<file path="src/rtl/axil_bridge_pkg.sv">
// Shared types and response codes for the AXI4-Lite to I2C bridge front-end.
package axil_bridge_pkg;

    localparam logic [1:0] RESP_OKAY   = 2'b00;
    localparam logic [1:0] RESP_SLVERR = 2'b10;
    localparam logic [1:0] RESP_DECERR = 2'b11;

    localparam int CMD_ADDR_WIDTH = 20;
    localparam int CMD_DATA_WIDTH = 32;

    typedef enum logic [1:0] {
        WR_COLLECT = 2'd0,
        WR_QUEUE   = 2'd1,
        WR_RESP    = 2'd2
    } wr_state_t;

    typedef enum logic [1:0] {
        R_IDLE  = 2'd0,
        R_QUEUE = 2'd1,
        R_WAIT  = 2'd2,
        R_RESP  = 2'd3
    } rd_state_t;

    typedef struct packed {
        logic                      write;
        logic [CMD_ADDR_WIDTH-1:0] addr;
        logic [CMD_DATA_WIDTH-1:0] wdata;
    } bridge_cmd_t;

endpackage

</file>
<file path="src/rtl/axil_i2c_slave_frontend_if.sv">
// AXI4-Lite channel bundle between a bus master and the bridge front-end.
interface axil_i2c_slave_frontend_if #(
    parameter int ADDR_WIDTH  = 32,
    parameter int DATA_WIDTH  = 32,
    parameter int RDATA_WIDTH = 8
);
    logic                   AWVALID;
    logic                   AWREADY;
    logic [ADDR_WIDTH-1:0]  AWADDR;
    logic                   WVALID;
    logic                   WREADY;
    logic [DATA_WIDTH-1:0]  WDATA;
    logic                   BVALID;
    logic                   BREADY;
    logic [1:0]             BRESP;
    logic                   ARVALID;
    logic                   ARREADY;
    logic [ADDR_WIDTH-1:0]  ARADDR;
    logic                   RVALID;
    logic                   RREADY;
    logic [1:0]             RRESP;
    logic [RDATA_WIDTH-1:0] RDATA;

    modport slave (
        input  AWVALID, AWADDR, WVALID, WDATA, BREADY, ARVALID, ARADDR, RREADY,
        output AWREADY, WREADY, BVALID, BRESP, ARREADY, RVALID, RRESP, RDATA
    );

    modport master (
        output AWVALID, AWADDR, WVALID, WDATA, BREADY, ARVALID, ARADDR, RREADY,
        input  AWREADY, WREADY, BVALID, BRESP, ARREADY, RVALID, RRESP, RDATA
    );
endinterface

</file>
<file path="src/rtl/bridge_cmd_fifo.sv">
// Show-ahead command FIFO; full is judged before the pop of the same cycle.
module bridge_cmd_fifo
    import axil_bridge_pkg::*;
#(
    parameter int DEPTH = 4,
    parameter int WIDTH = $bits(bridge_cmd_t)
) (
    input  logic             clk,
    input  logic             rst_n,
    input  logic             push,
    input  logic             pop,
    input  logic [WIDTH-1:0] din,
    output logic             full,
    output logic             empty,
    output logic [WIDTH-1:0] dout
);
    localparam int PTR_W = $clog2(DEPTH);
    localparam int CNT_W = $clog2(DEPTH + 1);

    logic [WIDTH-1:0] r_mem [DEPTH];
    logic [PTR_W-1:0] r_wr_ptr;
    logic [PTR_W-1:0] r_rd_ptr;
    logic [CNT_W-1:0] r_count;
    logic             w_push_en;
    logic             w_pop_en;

    assign full      = (r_count == CNT_W'(DEPTH));
    assign empty     = (r_count == '0);
    assign w_push_en = push && !full;
    assign w_pop_en  = pop && !empty;
    assign dout      = r_mem[r_rd_ptr];

    // NOTE: storage is deliberately not reset; clearing pointers and count is a full flush.
    always_ff @(posedge clk) begin
        if (w_push_en) r_mem[r_wr_ptr] <= din;
    end

    always_ff @(posedge clk or negedge rst_n) begin
        if (!rst_n) begin
            r_wr_ptr <= '0;
            r_rd_ptr <= '0;
            r_count  <= '0;
        end else begin
            if (w_push_en) r_wr_ptr <= r_wr_ptr + PTR_W'(1);
            if (w_pop_en)  r_rd_ptr <= r_rd_ptr + PTR_W'(1);
            case ({w_push_en, w_pop_en})
                2'b10:   r_count <= r_count + CNT_W'(1);
                2'b01:   r_count <= r_count - CNT_W'(1);
                default: r_count <= r_count;
            endcase
        end
    end
endmodule

</file>
<file path="src/rtl/axil_i2c_slave_frontend.sv">
// AXI4-Lite slave front-end: decodes the bridge window, posts writes and
// queues single-outstanding reads into a command FIFO toward the I2C engine.
module axil_i2c_slave_frontend
    import axil_bridge_pkg::*;
#(
    parameter int                    ADDR_WIDTH        = 32,
    parameter int                    DATA_WIDTH        = 32,
    parameter int                    RDATA_WIDTH       = 8,
    parameter int                    OUTPUT_ADDR_WIDTH = 20,
    parameter logic [ADDR_WIDTH-1:0] BASE_ADDR         = 32'h4000_0000,
    parameter int                    CMD_DEPTH         = 4
) (
    input  logic                         ACLK,
    input  logic                         ARESETn,
    axil_i2c_slave_frontend_if.slave     s_axil,
    output logic                         cmd_valid,
    input  logic                         cmd_ready,
    output logic                         cmd_write,
    output logic [OUTPUT_ADDR_WIDTH-1:0] cmd_addr,
    output logic [DATA_WIDTH-1:0]        cmd_wdata,
    input  logic                         rsp_valid,
    input  logic [RDATA_WIDTH-1:0]       rsp_rdata,
    input  logic                         rsp_err
);
    localparam int CMD_W = 1 + OUTPUT_ADDR_WIDTH + DATA_WIDTH;

    function automatic logic in_window(input logic [ADDR_WIDTH-1:0] a);
        return a[ADDR_WIDTH-1:OUTPUT_ADDR_WIDTH] == BASE_ADDR[ADDR_WIDTH-1:OUTPUT_ADDR_WIDTH];
    endfunction

    wr_state_t                    r_wr_state;
    logic                         r_aw_held, r_w_held;
    logic                         r_awready, r_wready;
    logic [ADDR_WIDTH-1:0]        r_awaddr;
    logic [DATA_WIDTH-1:0]        r_wdata;
    logic                         r_bvalid;
    logic [1:0]                   r_bresp;

    rd_state_t                    r_rd_state;
    logic                         r_arready;
    logic                         r_rd_hit;
    logic [OUTPUT_ADDR_WIDTH-1:0] r_rd_addr;
    logic                         r_rvalid;
    logic [1:0]                   r_rresp;
    logic [RDATA_WIDTH-1:0]       r_rdata;

    logic                         w_aw_hs, w_w_hs, w_ar_hs;
    logic                         w_wr_push, w_rd_push;
    logic                         w_fifo_full, w_fifo_empty;
    logic [CMD_W-1:0]             w_fifo_din, w_fifo_dout, w_head;

    assign w_aw_hs = s_axil.AWVALID && r_awready;
    assign w_w_hs  = s_axil.WVALID && r_wready;
    assign w_ar_hs = s_axil.ARVALID && r_arready;

    // Write has priority; a read push in the same cycle is deferred.
    assign w_wr_push = (r_wr_state == WR_QUEUE) && !w_fifo_full;
    assign w_rd_push = (r_rd_state == R_QUEUE) && r_rd_hit && !w_fifo_full && !w_wr_push;

    always_comb begin
        // NOTE: a default assignment first keeps this purely combinational (no latch).
        w_fifo_din = {1'b0, r_rd_addr, {DATA_WIDTH{1'b0}}};
        if (w_wr_push) w_fifo_din = {1'b1, r_awaddr[OUTPUT_ADDR_WIDTH-1:0], r_wdata};
    end

    bridge_cmd_fifo #(
        .DEPTH (CMD_DEPTH),
        .WIDTH (CMD_W)
    ) u_cmd_fifo (
        .clk   (ACLK),
        .rst_n (ARESETn),
        .push  (w_wr_push || w_rd_push),
        .pop   (cmd_ready),
        .din   (w_fifo_din),
        .full  (w_fifo_full),
        .empty (w_fifo_empty),
        .dout  (w_fifo_dout)
    );

    // Head is masked while empty so flushed or never-written storage stays off the port.
    assign w_head    = w_fifo_empty ? '0 : w_fifo_dout;
    assign cmd_valid = !w_fifo_empty;
    assign cmd_write = w_head[CMD_W-1];
    assign cmd_addr  = w_head[CMD_W-2 -: OUTPUT_ADDR_WIDTH];
    assign cmd_wdata = w_head[DATA_WIDTH-1:0];

    // NOTE: all state below uses non-blocking assignments so every register sees pre-edge values.
    always_ff @(posedge ACLK or negedge ARESETn) begin
        if (!ARESETn) begin
            r_wr_state <= WR_COLLECT;
            r_aw_held  <= 1'b0;
            r_w_held   <= 1'b0;
            r_awready  <= 1'b0;
            r_wready   <= 1'b0;
            r_awaddr   <= '0;
            r_wdata    <= '0;
            r_bvalid   <= 1'b0;
            r_bresp    <= RESP_OKAY;
        end else begin
            case (r_wr_state)
                WR_COLLECT: begin
                    r_awready <= !r_aw_held && !w_aw_hs;
                    r_wready  <= !r_w_held && !w_w_hs;
                    if (w_aw_hs) begin
                        r_awaddr  <= s_axil.AWADDR;
                        r_aw_held <= 1'b1;
                    end
                    if (w_w_hs) begin
                        r_wdata  <= s_axil.WDATA;
                        r_w_held <= 1'b1;
                    end
                    if (r_aw_held && r_w_held) begin
                        if (in_window(r_awaddr)) begin
                            r_wr_state <= WR_QUEUE;
                        end else begin
                            r_bvalid   <= 1'b1;
                            r_bresp    <= RESP_DECERR;
                            r_wr_state <= WR_RESP;
                        end
                    end
                end
                WR_QUEUE: begin
                    if (!w_fifo_full) begin
                        r_bvalid   <= 1'b1;
                        r_bresp    <= RESP_OKAY;
                        r_wr_state <= WR_RESP;
                    end
                end
                WR_RESP: begin
                    if (s_axil.BREADY) begin
                        r_bvalid   <= 1'b0;
                        r_aw_held  <= 1'b0;
                        r_w_held   <= 1'b0;
                        r_awready  <= 1'b1;
                        r_wready   <= 1'b1;
                        r_wr_state <= WR_COLLECT;
                    end
                end
                default: r_wr_state <= WR_COLLECT;
            endcase
        end
    end

    always_ff @(posedge ACLK or negedge ARESETn) begin
        if (!ARESETn) begin
            r_rd_state <= R_IDLE;
            r_arready  <= 1'b0;
            r_rd_hit   <= 1'b0;
            r_rd_addr  <= '0;
            r_rvalid   <= 1'b0;
            r_rresp    <= RESP_OKAY;
            r_rdata    <= '0;
        end else begin
            case (r_rd_state)
                R_IDLE: begin
                    r_arready <= !w_ar_hs;
                    if (w_ar_hs) begin
                        r_rd_addr  <= s_axil.ARADDR[OUTPUT_ADDR_WIDTH-1:0];
                        r_rd_hit   <= in_window(s_axil.ARADDR);
                        r_rd_state <= R_QUEUE;
                    end
                end
                R_QUEUE: begin
                    if (!r_rd_hit) begin
                        r_rvalid   <= 1'b1;
                        r_rresp    <= RESP_DECERR;
                        r_rdata    <= '0;
                        r_rd_state <= R_RESP;
                    end else if (w_rd_push) begin
                        r_rd_state <= R_WAIT;
                    end
                end
                R_WAIT: begin
                    if (rsp_valid) begin
                        r_rvalid   <= 1'b1;
                        r_rdata    <= rsp_rdata;
                        r_rresp    <= rsp_err ? RESP_SLVERR : RESP_OKAY;
                        r_rd_state <= R_RESP;
                    end
                end
                R_RESP: begin
                    if (s_axil.RREADY) begin
                        r_rvalid   <= 1'b0;
                        r_arready  <= 1'b1;
                        r_rd_state <= R_IDLE;
                    end
                end
                default: r_rd_state <= R_IDLE;
            endcase
        end
    end

    assign s_axil.AWREADY = r_awready;
    assign s_axil.WREADY  = r_wready;
    assign s_axil.BVALID  = r_bvalid;
    assign s_axil.BRESP   = r_bresp;
    assign s_axil.ARREADY = r_arready;
    assign s_axil.RVALID  = r_rvalid;
    assign s_axil.RRESP   = r_rresp;
    assign s_axil.RDATA   = r_rdata;
endmodule

</file>
<file path="src/flat_wrapper.sv">
// flat-port wrapper written by rule: the top's interface ports become plain ports
module axil_i2c_slave_frontend_flat import axil_bridge_pkg::*;
#(
    parameter int                    ADDR_WIDTH        = 32,
    parameter int                    DATA_WIDTH        = 32,
    parameter int                    RDATA_WIDTH       = 8,
    parameter int                    OUTPUT_ADDR_WIDTH = 20,
    parameter logic [ADDR_WIDTH-1:0] BASE_ADDR         = 32'h4000_0000,
    parameter int                    CMD_DEPTH         = 4
)
  (ACLK, ARESETn, cmd_valid, cmd_ready, cmd_write, cmd_addr, cmd_wdata, rsp_valid, rsp_rdata, rsp_err, s_axil_AWVALID, s_axil_AWADDR, s_axil_WVALID, s_axil_WDATA, s_axil_BREADY, s_axil_ARVALID, s_axil_ARADDR, s_axil_RREADY, s_axil_AWREADY, s_axil_WREADY, s_axil_BVALID, s_axil_BRESP, s_axil_ARREADY, s_axil_RVALID, s_axil_RRESP, s_axil_RDATA);
  axil_i2c_slave_frontend_if #(.ADDR_WIDTH(ADDR_WIDTH), .DATA_WIDTH(DATA_WIDTH), .RDATA_WIDTH(RDATA_WIDTH)) s_axil_i ();
  input  logic ACLK;
  input  logic ARESETn;
  output logic cmd_valid;
  input  logic cmd_ready;
  output logic cmd_write;
  output logic [OUTPUT_ADDR_WIDTH-1:0] cmd_addr;
  output logic [DATA_WIDTH-1:0] cmd_wdata;
  input  logic rsp_valid;
  input  logic [RDATA_WIDTH-1:0] rsp_rdata;
  input  logic rsp_err;
  input wire logic [$bits(s_axil_i.AWVALID)-1:0] s_axil_AWVALID;
  input wire logic [$bits(s_axil_i.AWADDR)-1:0] s_axil_AWADDR;
  input wire logic [$bits(s_axil_i.WVALID)-1:0] s_axil_WVALID;
  input wire logic [$bits(s_axil_i.WDATA)-1:0] s_axil_WDATA;
  input wire logic [$bits(s_axil_i.BREADY)-1:0] s_axil_BREADY;
  input wire logic [$bits(s_axil_i.ARVALID)-1:0] s_axil_ARVALID;
  input wire logic [$bits(s_axil_i.ARADDR)-1:0] s_axil_ARADDR;
  input wire logic [$bits(s_axil_i.RREADY)-1:0] s_axil_RREADY;
  output wire logic [$bits(s_axil_i.AWREADY)-1:0] s_axil_AWREADY;
  output wire logic [$bits(s_axil_i.WREADY)-1:0] s_axil_WREADY;
  output wire logic [$bits(s_axil_i.BVALID)-1:0] s_axil_BVALID;
  output wire logic [$bits(s_axil_i.BRESP)-1:0] s_axil_BRESP;
  output wire logic [$bits(s_axil_i.ARREADY)-1:0] s_axil_ARREADY;
  output wire logic [$bits(s_axil_i.RVALID)-1:0] s_axil_RVALID;
  output wire logic [$bits(s_axil_i.RRESP)-1:0] s_axil_RRESP;
  output wire logic [$bits(s_axil_i.RDATA)-1:0] s_axil_RDATA;
  assign s_axil_i.AWVALID = s_axil_AWVALID;
  assign s_axil_i.AWADDR = s_axil_AWADDR;
  assign s_axil_i.WVALID = s_axil_WVALID;
  assign s_axil_i.WDATA = s_axil_WDATA;
  assign s_axil_i.BREADY = s_axil_BREADY;
  assign s_axil_i.ARVALID = s_axil_ARVALID;
  assign s_axil_i.ARADDR = s_axil_ARADDR;
  assign s_axil_i.RREADY = s_axil_RREADY;
  assign s_axil_AWREADY = s_axil_i.AWREADY;
  assign s_axil_WREADY = s_axil_i.WREADY;
  assign s_axil_BVALID = s_axil_i.BVALID;
  assign s_axil_BRESP = s_axil_i.BRESP;
  assign s_axil_ARREADY = s_axil_i.ARREADY;
  assign s_axil_RVALID = s_axil_i.RVALID;
  assign s_axil_RRESP = s_axil_i.RRESP;
  assign s_axil_RDATA = s_axil_i.RDATA;
  axil_i2c_slave_frontend #(.ADDR_WIDTH(ADDR_WIDTH), .DATA_WIDTH(DATA_WIDTH), .RDATA_WIDTH(RDATA_WIDTH), .OUTPUT_ADDR_WIDTH(OUTPUT_ADDR_WIDTH), .BASE_ADDR(BASE_ADDR), .CMD_DEPTH(CMD_DEPTH)) u_core (.ACLK(ACLK), .ARESETn(ARESETn), .s_axil(s_axil_i), .cmd_valid(cmd_valid), .cmd_ready(cmd_ready), .cmd_write(cmd_write), .cmd_addr(cmd_addr), .cmd_wdata(cmd_wdata), .rsp_valid(rsp_valid), .rsp_rdata(rsp_rdata), .rsp_err(rsp_err));
endmodule
</file>
<file path="config.mk">
export PLATFORM = sky130hd
export DESIGN_NAME = axil_i2c_slave_frontend_flat
export DESIGN_NICKNAME = d
export VERILOG_FILES = /design/src/rtl/axil_bridge_pkg.sv /design/src/rtl/axil_i2c_slave_frontend_if.sv /design/src/rtl/bridge_cmd_fifo.sv /design/src/rtl/axil_i2c_slave_frontend.sv /design/src/flat_wrapper.sv
export SDC_FILE = /design/constraint.sdc
export NUM_CORES = 1
export LEC_CHECK = 0
export CAP_MARGIN = 25
export CELL_PAD_IN_SITES_DETAIL_PLACEMENT = 1
export CELL_PAD_IN_SITES_GLOBAL_PLACEMENT = 1
export CORE_MARGIN = 2
export CORE_UTILIZATION = 50
export DETAILED_ROUTE_END_ITERATION = 12
export HOLD_SLACK_MARGIN = 0.06
export PLACE_DENSITY = 0.86
export SLEW_MARGIN = 30
export SYNTH_ARGS = -nofsm -noshare
export SYNTH_HDL_FRONTEND = slang
export SYNTH_SLANG_ARGS = --single-unit
</file>
<file path="constraint.sdc">
create_clock -name ACLK -period 6.6 [get_ports ACLK]
set_input_delay 0.66 -clock ACLK [delete_from_list [all_inputs] [get_ports ACLK]]
set_output_delay 0.66 -clock ACLK [all_outputs]
set_load 0.1 [all_outputs]
</file>
* Yosys cells after proc, flatten, opt, wreduce, memory -nomap -nowiden
Memory sizes are Yosys's and may differ from the RTL's.
Cells that the tools add are included.
W data, S select, Z words.
** Word-level totals
- Register bits after elaboration :: 115
- Bits in latches :: 0
- Memory bits (writable) :: 212
- ROM bits :: 0
- Input bits :: 114
- Output and inout port bits :: 71
- Logic and storage cells :: 134
- Memories kept :: 1
** Cells by class
- Add/sub/neg operators :: 4
- Multipliers :: 0
- Divide/modulo/power cells :: 0
- $lt $le $gt $ge :: 0
- Equality and inequality tests :: 21
- Shift-type cells :: 0
- Mux-type cells :: 45
- Bitwise gates (word level) :: 0
- Reductions and logical operators :: 44
** Memories
- u_core.u_cmd_fifo.r_mem :: depth 4, bits a word 53, read ports 1, clocked after memory_dff 0, wr ports 1, RTL line bridge_cmd_fifo.sv:20 : logic [WIDTH-1:0] r_mem [DEPTH];
** Operators by type and width (count)
- $mux W53 :: 2
- $mux W2 :: 15
- $eq A12 B11 Y1 const B :: 2
- $mux W8 :: 2
- $pmux W8 S2 :: 1
- $mux W1 :: 13
- $logic_and A1 B1 Y1 :: 12
- $ne A2 B2 Y1 const B :: 6
- $reduce_and A3 Y1 :: 4
- $reduce_and A4 Y1 :: 3
- $pmux W1 S2 :: 5
- $reduce_and A2 Y1 :: 5
- $reduce_bool A2 Y1 :: 5
- $eq A2 B2 Y1 const B :: 4
- $logic_not A1 Y1 :: 8
- $ne A2 B1 Y1 const B :: 4
- $pmux W2 S2 :: 2
- $pmux W2 S4 :: 1
- $eq A2 B1 Y1 const B :: 3
- $pmux W1 S3 :: 2
- $pmux W2 S3 :: 1
- $pmux W3 S2 :: 1
- $reduce_bool A3 Y1 :: 2
- $reduce_and A5 Y1 :: 1
- 8 further kinds :: 10

* Logic depth before layout (Yosys ltp)
- Depth after elaboration :: 9
- Gate-level depth with buffers :: 11
- Depth with buffers taken out :: 11

* Hierarchy
A second synthesis with hierarchy kept.
** Second synthesis, totals
- Cells, all modules :: 748
- Area total of the unflattened synthesis :: 13321.5 µm²
** Modules (own cells, without submodules)
- bridge_cmd_fifo :: instances 1, cells an instance 314, area each 8141.6 µm², seq. area each 6541.3 µm²
- axil_i2c_slave_frontend :: instances 1, cells an instance 434, area each 5180.0 µm², seq. area each 2677.6 µm²

* Worst setup path after synthesis
No wires, ideal clock.
- Path type :: register -> output
- From :: register u_core.u_cmd_fifo.r_count[0]
- To :: output port cmd_addr[11]
- Arrival time :: 2.603 ns
- Required time :: 5.940 ns
- Setup slack :: 3.337 ns
- Cell stages (with the launch flop) :: 5
- Buffers on the path :: 2
- Cells stage by stage :: dfrtp_1 or3_1 clkbuf_1 clkbuf_1 and2_1
** Between the ends
- Cells in the longest elaborated chain, start to end :: 2
** RTL lines
- start, declared :: RTL line bridge_cmd_fifo.sv:23 : logic [CNT_W-1:0] r_count;
- start signal, assigned :: RTL line bridge_cmd_fifo.sv:47 : 2'b10: r_count <= r_count + CNT_W'(1);
- start signal, assigned :: RTL line bridge_cmd_fifo.sv:48 : 2'b01: r_count <= r_count - CNT_W'(1);
- start signal, assigned :: RTL line bridge_cmd_fifo.sv:49 : default: r_count <= r_count;
- $logic_not A3 Y1 :: RTL line bridge_cmd_fifo.sv:28 : assign empty = (r_count == '0);
- $mux W53 :: RTL line axil_i2c_slave_frontend.sv:81 : assign w_head = w_fifo_empty ? '0 : w_fifo_dout;
- end, declared :: RTL line flat_wrapper.sv:18 : output logic [OUTPUT_ADDR_WIDTH-1:0] cmd_addr;
No other way between the ends.

* Final worst setup path
- From :: register u_core.u_cmd_fifo.r_rd_ptr[0]
- To :: output port cmd_wdata[14]
** Between the ends
- Cells in the longest elaborated chain, start to end :: 2
** RTL lines
- start, declared :: RTL line bridge_cmd_fifo.sv:22 : logic [PTR_W-1:0] r_rd_ptr;
- start signal, assigned :: RTL line bridge_cmd_fifo.sv:45 : if (w_pop_en) r_rd_ptr <= r_rd_ptr + PTR_W'(1);
- $mem_v2 Z4 W53
- $mux W53 :: RTL line axil_i2c_slave_frontend.sv:81
- end, declared :: RTL line flat_wrapper.sv:19 : output logic [DATA_WIDTH-1:0] cmd_wdata;
No other way between the ends.

==> results.sh <==
export IMPL_first_iter_violations=421
export IMPL_ys_flop_type="edfxtp_1"
export IMPL_overflow=0
export IMPL_final_area_sq_mm=0.0165
export IMPL_vias=7274
export IMPL_dieWidth_microns=167
export IMPL_fin_crit_ps=4370
export IMPL_grt_util_all_layers_pct=23.3
export IMPL_postCtsResizedCells=0
export IMPL_crit_path_top_delay_cell="clkdlybuf4s50_1"
export IMPL_grt_max_degree=65
export IMPL_synth_warnings=0
export IMPL_cts_buffer_depth=3
export IMPL_stdcell_count=1293
export IMPL_cp_end_kind="output pin"
export IMPL_crit_type="flip-flop to output pin"
export IMPL_critPathTopFamily="buffers and inverters"
export IMPL_synth_seq_cells=326
export IMPL_synth_top_cell_area_share_pct=48.2
export IMPL_pwr_density_cell_mw_per_mm2=489
export IMPL_holdBufCountCts=0
export IMPL_dr_pass1_iters=5
export IMPL_status="finished, final reports clean"
export IMPL_startpoint_type="flip-flop"
export IMPL_critPathMaxFanout=31
export IMPL_grt_pass1_vias=8401
export IMPL_relSlewSlack_pct=32.4
export IMPL_cts_root_buffer="clkbuf_16"
export IMPL_hold_viol=0
export IMPL_total_power_mw=8.07
export IMPL_dpl_instance_area_sq_mm=0.0153
export IMPL_dpl_cell_count=1226
export IMPL_postRouteAntennaNets=0
export IMPL_synth_simple_area_share_pct=6.14
export IMPL_synth_top_area_cell="edfxtp_1"
export IMPL_drc=0
export IMPL_placementRows=59
export IMPL_fillerInstances=2277
export IMPL_ir_worst_vdd_uv=418
export IMPL_fin_crit_sh_pct=66.2
export IMPL_dp_hpwl_microns=19600
export IMPL_totalWireLength_microns=31500
export IMPL_htreeDepth=2
export IMPL_ys_seq_area_share_pct=69.8
export IMPL_hold_worst_slack_ps=157
export IMPL_core_region_area_sq_mm=0.0260
export IMPL_final_nets=1053
export IMPL_max_stage_delay_ps=990
export IMPL_maxCapViolCount=0
export IMPL_port_buffers=184
export IMPL_hp_class="input port to async pin"
export IMPL_clock_sinks=326
export IMPL_tritoncts="yes"
export IMPL_synth_xor_xnor_area_share_pct=0.398
export IMPL_area_growth_pct=25.0
export IMPL_syn_area_sq_mm=0.0132
export IMPL_synth_cells=734
export IMPL_initial_core_util_pct=50.9
export IMPL_grt_pass1_wl_microns=49600
export IMPL_viasPerCell=5.63
export IMPL_seq_area_sq_mm=0.00922
export IMPL_drv_slew=0
export IMPL_synth_area_top_cells="edfxtp_1 48%, dfrtp_1 22%, mux4_2 9.0%"
export IMPL_finalSetupTns_ps=0
export IMPL_tightest_slew_ps=1010
export IMPL_crit_path_cell_trace="buf_4 > mux4_2 > and2_1 > clkdlybuf4s50_1"
export IMPL_drive_gt1_share_pct=18.3
export IMPL_die_area_sq_mm=0.0277
export IMPL_synth_compound_area_share_pct=2.56
export IMPL_synth_top_family_by_area="multiplexers"
export IMPL_synthMuxAreaShare_pct=18.1
export IMPL_antenna_found_initial=2
export IMPL_finalSetupViolations=0
export IMPL_numCtsBuffers=36
export IMPL_rsz0062_at_grt="false"
export IMPL_crit_buf_inv=2
export IMPL_multiInputGateArea_sq_mm=0.00375
export IMPL_post_drt_wl_per_cell_microns=24.3
export IMPL_die_y_microns=167
export IMPL_syn_num_nets=858
export IMPL_critPathRequiredTime_ps=5940
export IMPL_synthArstFlopShare_pct=35.0
export IMPL_cts_setup_buffers=0
export IMPL_gp_congestion=0.753
export IMPL_cts_clk_slew_worst_paths_ps=60
export IMPL_io_pins=185
export IMPL_fmax_mhz=229
export IMPL_yosysUniqueCellTypes=44
export IMPL_cp_arrival_ps=3710
export IMPL_synth_edf_count=212
export IMPL_synthAdderAreaFrac_pct=1.00
export IMPL_finClkSkew_ps=23.0
export IMPL_clock_latency_ps=520
export IMPL_power_leakage_nw=5.64
export IMPL_syn_area_per_cell_sq_um=18.0
stage by stage:
step	utilization, %	setup WS, ps
finish	63.6	2230
global route	63.6	2000
CTS	63.6	2130
detailed placement	59.0	2700
global placement	59.0	2760
floorplan	-	3340
cells in the final DEF, fill, tap and decap left out, types with 2 or more instances in the layout:
cell,instances
edfxtp_1,212
buf_2,2
nor4b_1,2
nand2b_1,2
nor4_1,4
clkdlybuf4s50_1,180
bufinv_16,2
mux2_1,61
inv_1,12
clkbuf_16,38
o21ai_0,12
and2_1,86
clkbuf_1,8
o21ai_1,2
o32a_1,2
mux2_2,44
mux4_2,53
clkbuf_8,5
nor2b_1,4
nand2_1,12
clkinv_2,7
o41ai_1,2
mux2i_1,2
clkinv_1,5
a31oi_1,3
nor2_1,6
xor2_1,3
a21oi_1,7
nand4_1,2
a22o_1,14
xnor2_1,3
a21o_1,2
nand3_1,4
dfrtp_1,112
ha_1,9
and2_2,4
buf_4,9
cells in the mapped netlist, types with 2 or more instances:
cell type    n
mux2i_1      2
nor2b_1      4
dfrtp_1    114
edfxtp_1   212
clkbuf_1    15
o41ai_1      2
a31oi_1      3
nor2_1       6
mux4_2      53
buf_4        7
nor4b_1      2
nand2b_1     2
and3_1       3
o21ai_0     12
and2_1      90
buf_6        6
a21oi_1      7
a22o_1      14
mux2_2      44
a21o_1       2
o21ai_1      2
nand2_1     12
xor2_1       3
buf_2        8
inv_1       12
ha_1         9
xnor2_1      3
nand3_1      4
nor4_1       4
o32a_1       2
nand4_1      2
mux2_1      61
area by class of cell:
class	count	share of cell area, %
sequential	326	55.8
inverter	13	0.295
clock inverter	15	0.818
clock buffer	51	6.35
timing repair buffer	193	11.5
tap	335	2.54
multi-input combinational	359	22.7
antenna	1	0.0151
registers in the layout, indices dropped and copies added, names as in the netlist, 2 cells and up:
| signal | flops |
|---|---|
| u_core.u_cmd_fifo.r_wr_ptr | 2 |
| u_core.r_wdata | 32 |
| u_core.s_axil.RRESP | 2 |
| u_core.r_rd_addr | 20 |
| u_core.r_rd_state | 2 |
| u_core.r_awaddr | 32 |
| u_core.r_wr_state | 2 |
| u_core.u_cmd_fifo.r_count | 3 |
| u_core.s_axil.RDATA | 8 |
| u_core.u_cmd_fifo.r_mem | 212 |
| u_core.u_cmd_fifo.r_rd_ptr | 2 |
path summary, 6_finish.rpt:
path	from	end	slack [ps]	cells past startpoint
max	u_core.u_cmd_fifo.r_rd_ptr[0]$_DFFE_PN0P_	cmd_wdata[14]	2230	4
min	ARESETn	u_core.r_wdata[19]$_DFFE_PN0P_	160	1
max reg2reg	u_core.r_rd_state[1]$_DFFE_PN0P_	u_core.u_cmd_fifo.r_mem[2][43]$_DFFE_PP_	3400	6
min reg2reg	u_core.r_wdata[8]$_DFFE_PN0P_	u_core.r_wdata[8]$_DFFE_PN0P_	480	1
max in group asynchronous	ARESETn	u_core.u_cmd_fifo.r_rd_ptr[0]$_DFFE_PN0P_	5250	2
min in group ACLK	u_core.r_wdata[8]$_DFFE_PN0P_	u_core.r_wdata[8]$_DFFE_PN0P_	480	1
layer usage:
metal	GRT usage [%]	up-vias	part of all wire [%]	wire [microns]
met5	0	-	0.041	13
met4	8.77	2	3.5	1090
met3	5.06	76	5.3	1660
met2	40.7	265	51	16100
met1	28.8	3739	40	12600
li1	-	3192	-	-
where the power goes:
group | internal, mW | leakage (nW) | total [mW] | switching [mW]
combinational | 1.02 | 2.05 | 3.23 | 2.21
clock | 1.19 | 0.587 | 1.97 | 0.781
sequential | 2.58 | 2.99 | 2.87 | 0.296
total | 4.79 | 5.64 | 8.07 | 3.29
kinds of logic (layout without fill, tap and decap cells):
group,after synthesis,count (layout)
AO/OA/AOI/OAI,49,49
XOR/XNOR,6,6
adder cells (fa/ha/maj),10,10
buffers and inverters,49,272
flip-flops,326,326
multiplexers,160,160
other,0,1
AND/OR/NAND/NOR,134,134
Power figures use the tool's default switching activity.
